## config.mk

```make
export PLATFORM = sky130hd
export DESIGN_NAME = z80_bus_tracer
export DESIGN_NICKNAME = d
export VERILOG_FILES = /design/src/rtl/z80_bus_tracer.sv
export SDC_FILE = /design/constraint.sdc
export NUM_CORES = 1
export LEC_CHECK = 0
export ABC_CLOCK_PERIOD_IN_PS = 4700
export CAP_MARGIN = 20
export CORE_MARGIN = 3
export CORE_UTILIZATION = 50
export DETAILED_ROUTE_END_ITERATION = 16
export PLACE_DENSITY = 0.78
export SKIP_CTS_REPAIR_TIMING = 1
export SYNTH_ARGS = -nofsm -noshare
export SYNTH_HDL_FRONTEND = slang
export SYNTH_SLANG_ARGS = --single-unit
```

## constraint.sdc

```tcl
create_clock -name clk -period 4.7 [get_ports clk]
set_input_delay 0.705 -clock clk [delete_from_list [all_inputs] [get_ports clk]]
set_output_delay 0.705 -clock clk [all_outputs]
set_load 0.02 [all_outputs]
```

## src/rtl/z80_bus_tracer.sv

```systemverilog
// Z80 bus tracer: turns qualified CPU bus cycles into {type, addr, data} records held in a FIFO.
// Define TRACE_TIMESTAMP_EN to stamp each record with a 16-bit cen-cycle counter on port rec_ts.
module z80_bus_tracer #(
  parameter int DEPTH = 16
) (
  input  logic        clk,
  input  logic        reset_n,
  input  logic        cen,
  input  logic        m1_n,
  input  logic        mreq_n,
  input  logic        iorq_n,
  input  logic        rd_n,
  input  logic        wr_n,
  input  logic        rfsh_n,
  input  logic [15:0] A,
  input  logic [7:0]  di,
  input  logic [7:0]  dout,
  input  logic        pop,
  input  logic        clr,
  output logic        rec_valid,
  output logic [26:0] rec_data,
  output logic [8:0]  rec_count,
  output logic        overflow,
  output logic [7:0]  drop_cnt
`ifdef TRACE_TIMESTAMP_EN
  ,
  output logic [15:0] rec_ts
`endif
);

  localparam int AW = $clog2(DEPTH);
`ifdef TRACE_TIMESTAMP_EN
  localparam int RW = 43;
`else
  localparam int RW = 27;
`endif
  localparam logic [AW-1:0] PTR_ONE = AW'(1);

  typedef enum logic {IDLE, ACTIVE} state_t;

  state_t        state, next_state;
  logic          qual;
  logic [2:0]    qual_type;
  logic [7:0]    qual_data;
  logic          load, relatch, push;
  logic [2:0]    cur_type;
  logic [15:0]   cur_addr;
  logic [7:0]    cur_data;
  logic [RW-1:0] push_rec;
  logic [RW-1:0] mem [DEPTH];
  logic [AW-1:0] wr_ptr, rd_ptr;
  logic [8:0]    count;
  logic          full, do_pop, do_push, drop;

  // Strobe decode; earlier entries win when several patterns overlap.
  always_comb begin
    qual      = 1'b0;
    qual_type = 3'd0;
    if (rfsh_n) begin
      if (!m1_n && !mreq_n && !rd_n) begin
        qual = 1'b1; qual_type = 3'd0;
      end else if (m1_n && !mreq_n && !rd_n) begin
        qual = 1'b1; qual_type = 3'd1;
      end else if (!mreq_n && !wr_n) begin
        qual = 1'b1; qual_type = 3'd2;
      end else if (m1_n && !iorq_n && !rd_n) begin
        qual = 1'b1; qual_type = 3'd3;
      end else if (!iorq_n && !wr_n) begin
        qual = 1'b1; qual_type = 3'd4;
      end else if (!m1_n && !iorq_n) begin
        qual = 1'b1; qual_type = 3'd5;
      end
    end
  end

  assign qual_data = (qual_type == 3'd2 || qual_type == 3'd4) ? dout : di;

  always_ff @(posedge clk or negedge reset_n) begin
    if (!reset_n) state <= IDLE;
    else          state <= next_state;
  end

  always_comb begin
    next_state = state;
    load       = 1'b0;
    relatch    = 1'b0;
    push       = 1'b0;
    if (cen) begin
      case (state)
        IDLE: begin
          if (qual) begin
            next_state = ACTIVE;
            load       = 1'b1;
          end
        end
        ACTIVE: begin
          if (!qual) begin
            next_state = IDLE;
            push       = 1'b1;
          end else if (qual_type != cur_type) begin
            // Back-to-back cycles of different kinds: close the old record, open the new one.
            push = 1'b1;
            load = 1'b1;
          end else begin
            relatch = 1'b1;
          end
        end
        default: next_state = IDLE;
      endcase
    end
  end

  always_ff @(posedge clk or negedge reset_n) begin
    if (!reset_n) begin
      cur_type <= 3'd0;
      cur_addr <= 16'd0;
      cur_data <= 8'd0;
    end else begin
      if (load) begin
        cur_type <= qual_type;
        cur_addr <= A;
      end
      if (load || relatch) cur_data <= qual_data;
    end
  end

`ifdef TRACE_TIMESTAMP_EN
  logic [15:0] ts_cnt, cur_ts;

  always_ff @(posedge clk or negedge reset_n) begin
    if (!reset_n) begin
      ts_cnt <= 16'd0;
      cur_ts <= 16'd0;
    end else begin
      if (load) cur_ts <= ts_cnt;
      if (cen)  ts_cnt <= ts_cnt + 16'd1;
    end
  end

  assign push_rec = {cur_ts, cur_type, cur_addr, cur_data};
  assign rec_ts   = rec_valid ? mem[rd_ptr][42:27] : 16'd0;
`else
  assign push_rec = {cur_type, cur_addr, cur_data};
`endif

  assign full    = (count == 9'(DEPTH));
  assign do_pop  = pop && (count != 9'd0);
  assign do_push = push && (!full || do_pop);
  assign drop    = push && full && !do_pop;

  always_ff @(posedge clk or negedge reset_n) begin
    if (!reset_n) begin
      wr_ptr   <= '0;
      rd_ptr   <= '0;
      count    <= 9'd0;
      overflow <= 1'b0;
      drop_cnt <= 8'd0;
    end else if (clr) begin
      wr_ptr   <= '0;
      rd_ptr   <= '0;
      count    <= 9'd0;
      overflow <= 1'b0;
      drop_cnt <= 8'd0;
    end else begin
      if (do_push) wr_ptr <= wr_ptr + PTR_ONE;
      if (do_pop)  rd_ptr <= rd_ptr + PTR_ONE;
      if (do_push && !do_pop)      count <= count + 9'd1;
      else if (!do_push && do_pop) count <= count - 9'd1;
      if (drop) begin
        overflow <= 1'b1;
        if (drop_cnt != 8'hFF) drop_cnt <= drop_cnt + 8'd1;
      end
    end
  end

  always_ff @(posedge clk) begin
    if (do_push && !clr) mem[wr_ptr] <= push_rec;
  end

  assign rec_valid = (count != 9'd0);
  assign rec_count = count;
  assign rec_data  = rec_valid ? mem[rd_ptr][26:0] : 27'd0;

endmodule
```

==> results of run 1 <==
state kept, by name, summed over array words and instances, names as in the netlist:
signal,cells
wr_ptr,4
cur_type,3
cur_addr,16
drop_cnt,8
rec_count,9
rd_ptr,4
mem,432
overflow,1
cur_data,8
state,1
worst max-delay path: stages, from the launching register on:
cell             delay [ns]
dfrtp_4                0.57
buf_12                 0.43
mux4_2                 0.62
mux4_2                 0.51
and2_1                 0.19
clkdlybuf4s50_1        0.53
cells in the final DEF (no fill, tap or decap), types with 3 or more instances in the layout:
| master | count |
|---|---|
| edfxtp_1 | 432 |
| mux4_2 | 135 |
| clkdlybuf4s50_1 | 87 |
| dfrtp_1 | 51 |
| clkbuf_16 | 49 |
| nor2_1 | 34 |
| buf_4 | 33 |
| and2_1 | 28 |
| nand2_1 | 20 |
| mux2i_1 | 18 |
| o21ai_0 | 15 |
| inv_1 | 14 |
| ha_1 | 14 |
| clkbuf_1 | 13 |
| xnor2_1 | 12 |
| a21oi_1 | 10 |
| nor2b_1 | 9 |
| mux2_2 | 9 |
| nand3_1 | 8 |
| clkinv_1 | 8 |
| and3_1 | 7 |
| mux2_4 | 7 |
| bufinv_16 | 6 |
| buf_12 | 6 |
| nor4_1 | 5 |
| clkbuf_8 | 5 |
| clkinv_2 | 5 |
| nor4_2 | 4 |
| nor2_4 | 4 |
| xor2_1 | 4 |
| nor3b_1 | 3 |
| nand4_1 | 3 |
| nor3_1 | 3 |
cell families (layout without fill, tap and decap cells):
kind of cell,count (synthesis),count (layout),synth area share [%]
AOI/OAI and AO/OA,48,48,1.73
xor gates and xnor gates,16,16,0.716
adders and majority gates,15,15,0.998
buffers and inverters,59,229,1.38
DFF,486,486,73.2
muxes,172,172,17.8
and+or+nand+nor,147,147,4.19
report_power, final:
part / leakage (nW) / switching (mW) / internal, mW
clock network: 0.782 / 1.53 / 2.32
registers: 4.60 / 0.324 / 5.05
logic: 2.07 / 1.38 / 1.55
total: 7.45 / 3.24 / 8.93
cell usage after synthesis, types with 8 or more instances:
| cell | number | share of area, % |
|---|---|---|
| edfxtp_1 | 432 | 66 |
| mux4_2 | 135 | 16 |
| dfrtp_1 | 54 | 6.9 |
| nor2_1 | 38 | 0.73 |
| and2_1 | 28 | 0.90 |
| clkbuf_1 | 26 | 0.50 |
| nand2_1 | 20 | 0.38 |
| mux2i_1 | 18 | 0.92 |
| o21ai_0 | 15 | 0.38 |
| ha_1 | 14 | 0.90 |
| inv_1 | 14 | 0.27 |
| xnor2_1 | 12 | 0.54 |
| a21oi_1 | 10 | 0.26 |
| nor2b_1 | 10 | 0.32 |
| mux2_2 | 9 | 0.52 |
| buf_2 | 8 | 0.20 |
| nand3_1 | 8 | 0.20 |
| nor4_1 | 8 | 0.26 |
worst paths after layout:
| check | startpoint | end | slack (ns) | cells after the start |
|---|---|---|---|---|
| hold reg to reg | overflow | overflow | 0.52 | 2 |
| hold / removal | reset_n | rec_count[0] | 0.30 | 1 |
| setup / recovery | rd_ptr[0] | rec_data[17] | 0.54 | 5 |
| min in group clk | overflow | overflow | 0.52 | 2 |
| max in group asynchronous | reset_n | rd_ptr[0] | 3.46 | 2 |
| setup reg to reg | cur_type[0] | rec_count[8] | 0.94 | 12 |
through the flow:
step                      power [mW]  hold WS [ns]  setup WS (ns)  TNS, ns
after global placement          8.39         0.495          0.324        0
after global routing            12.7         0.337          0.364        0
final                           12.2         0.296          0.545        0
after floorplan                 7.38         0.409         -0.406   -32.86
after detailed placement        8.45         0.497          0.222        0
after CTS                       12.3         0.304          0.469        0
area by class of cell:
cell class              count  area (µm²)  share of cell area [%]
repair buffers            127        1240                    5.43
well taps                 511         639                    2.79
flip-flops and latches    486       14300                    62.5
clock buffers              67        1340                    5.86
inverters                  14        52.6                   0.229
multi-input cells         398        5050                    22.0
clock inverters            21         263                    1.15
layer usage:
layer / wire [µm] / GRT usage (%)
met5: 0 / 0
met2: 20400 / 33.3
met1: 16200 / 27.2
met3: 2540 / 3.22
met4: 695 / 4.38
==> flow_metrics.tcl, run 1 <==
set metrics [dict create \
    tightest_slew_ns 1.05 \
    synth-seq-cells 486 \
    max-slew-margin-rel_pct 29.6 \
    finalCritPeriodShare_pct 88.4 \
    grt_overflow 0 \
    worst_setup_path_start_kind "flop" \
    syn_inst 943 \
    dp_hpwl_um 22900 \
    fin_nets 1132 \
    setup_violations 0 \
    powerDensity_mw_per_mm2 531 \
    slew_violations 0 \
    port_buffers 88 \
    max_freq_ghz 0.241 \
    cts_buffers 47 \
    clkSinkCount 486 \
    final_area_mm2 0.0229 \
    vdd.ir_drop.worst_v 0.000302 \
    wire_per_inst_um 24.5 \
    grt_pass1_wl_um 61500 \
    drtIter0Drc 753 \
    hold_viol_final 0 \
    grt_max_degree 69 \
    fp.dieH_um 204 \
    clockBufferDepth 3 \
    path_max_fanout 60 \
    yosys_warnings 0 \
    yosysSeqAreaShare_pct 73.2 \
    period_needed_ns 4.16 \
    io_pins 89 \
    drc 0 \
    antenna_found_initial 0 \
    nFillCells 2654 \
    drt_wl_total_um 39800 \
    holdCritPathClass "primary input to async pin" \
    vias 9519 \
    drive_above_1_share_pct 25.1 \
    syn_to_final_growth_pct 17.2 \
    cts_root_buf "clkbuf_16" \
    worstSetupEndpointType "output pin" \
    synth_edf_count 432 \
    synthFlopType "edfxtp_1" \
    grt_pass1_vias 10200 \
    crit_type "flop to output pin" \
    synth_area_per_cell_um2 20.7 \
    netlist-cell-type-count 62 \
    gp_congestion 0.841 \
    place_area_mm2 0.0213 \
    start_util_pct 51.3 \
    core_mm2 0.0381 \
    htree_levels 2 \
    rsz0062_at_grt "false" \
    clk_pin_slew_worst_paths_ns 0.07 \
    syn_area_mm2 0.0196 \
    n_antenna_cell 0 \
    outcome "completed" \
    arrival_ns 3.45 \
    drt-pass1-iter-count 4 \
    leakage_nw 7.45 \
    ant_nets 0 \
    die_x_um 204 \
    dieArea_mm2 0.0415 \
    drv_cap 0 \
    via_per_inst 5.86 \
    clock_latency_ns 0.56 \
    grtUsageTotal_pct 19.6 \
    instances_no_fill 1624 \
    dp_cells 1536 \
    rows 71 \
    critPathRequiredTime_ns 3.99 \
    synth_nets 1001 \
    async_flop_share_pct 11.1 \
    skew_ns 0.0123 \
    tritoncts "done" \
    post-route-util_pct 60.1 \
]
Note: power is estimated with default switching activity, not from simulation.
==> run 2, diff against run 1 <==
Settings changed: SKIP_CTS_REPAIR_TIMING 1 to not set.
==> results of run 2 <==
Same layout as run 1: the final DEF is identical, and so are final timing and power.
==> run 3, diff against run 2 <==
Settings changed: SLEW_MARGIN set to 20, TNS_END_PERCENT set to 1.
==> results of run 3 <==
Same layout as run 1: the final DEF is identical, and so are final timing and power.
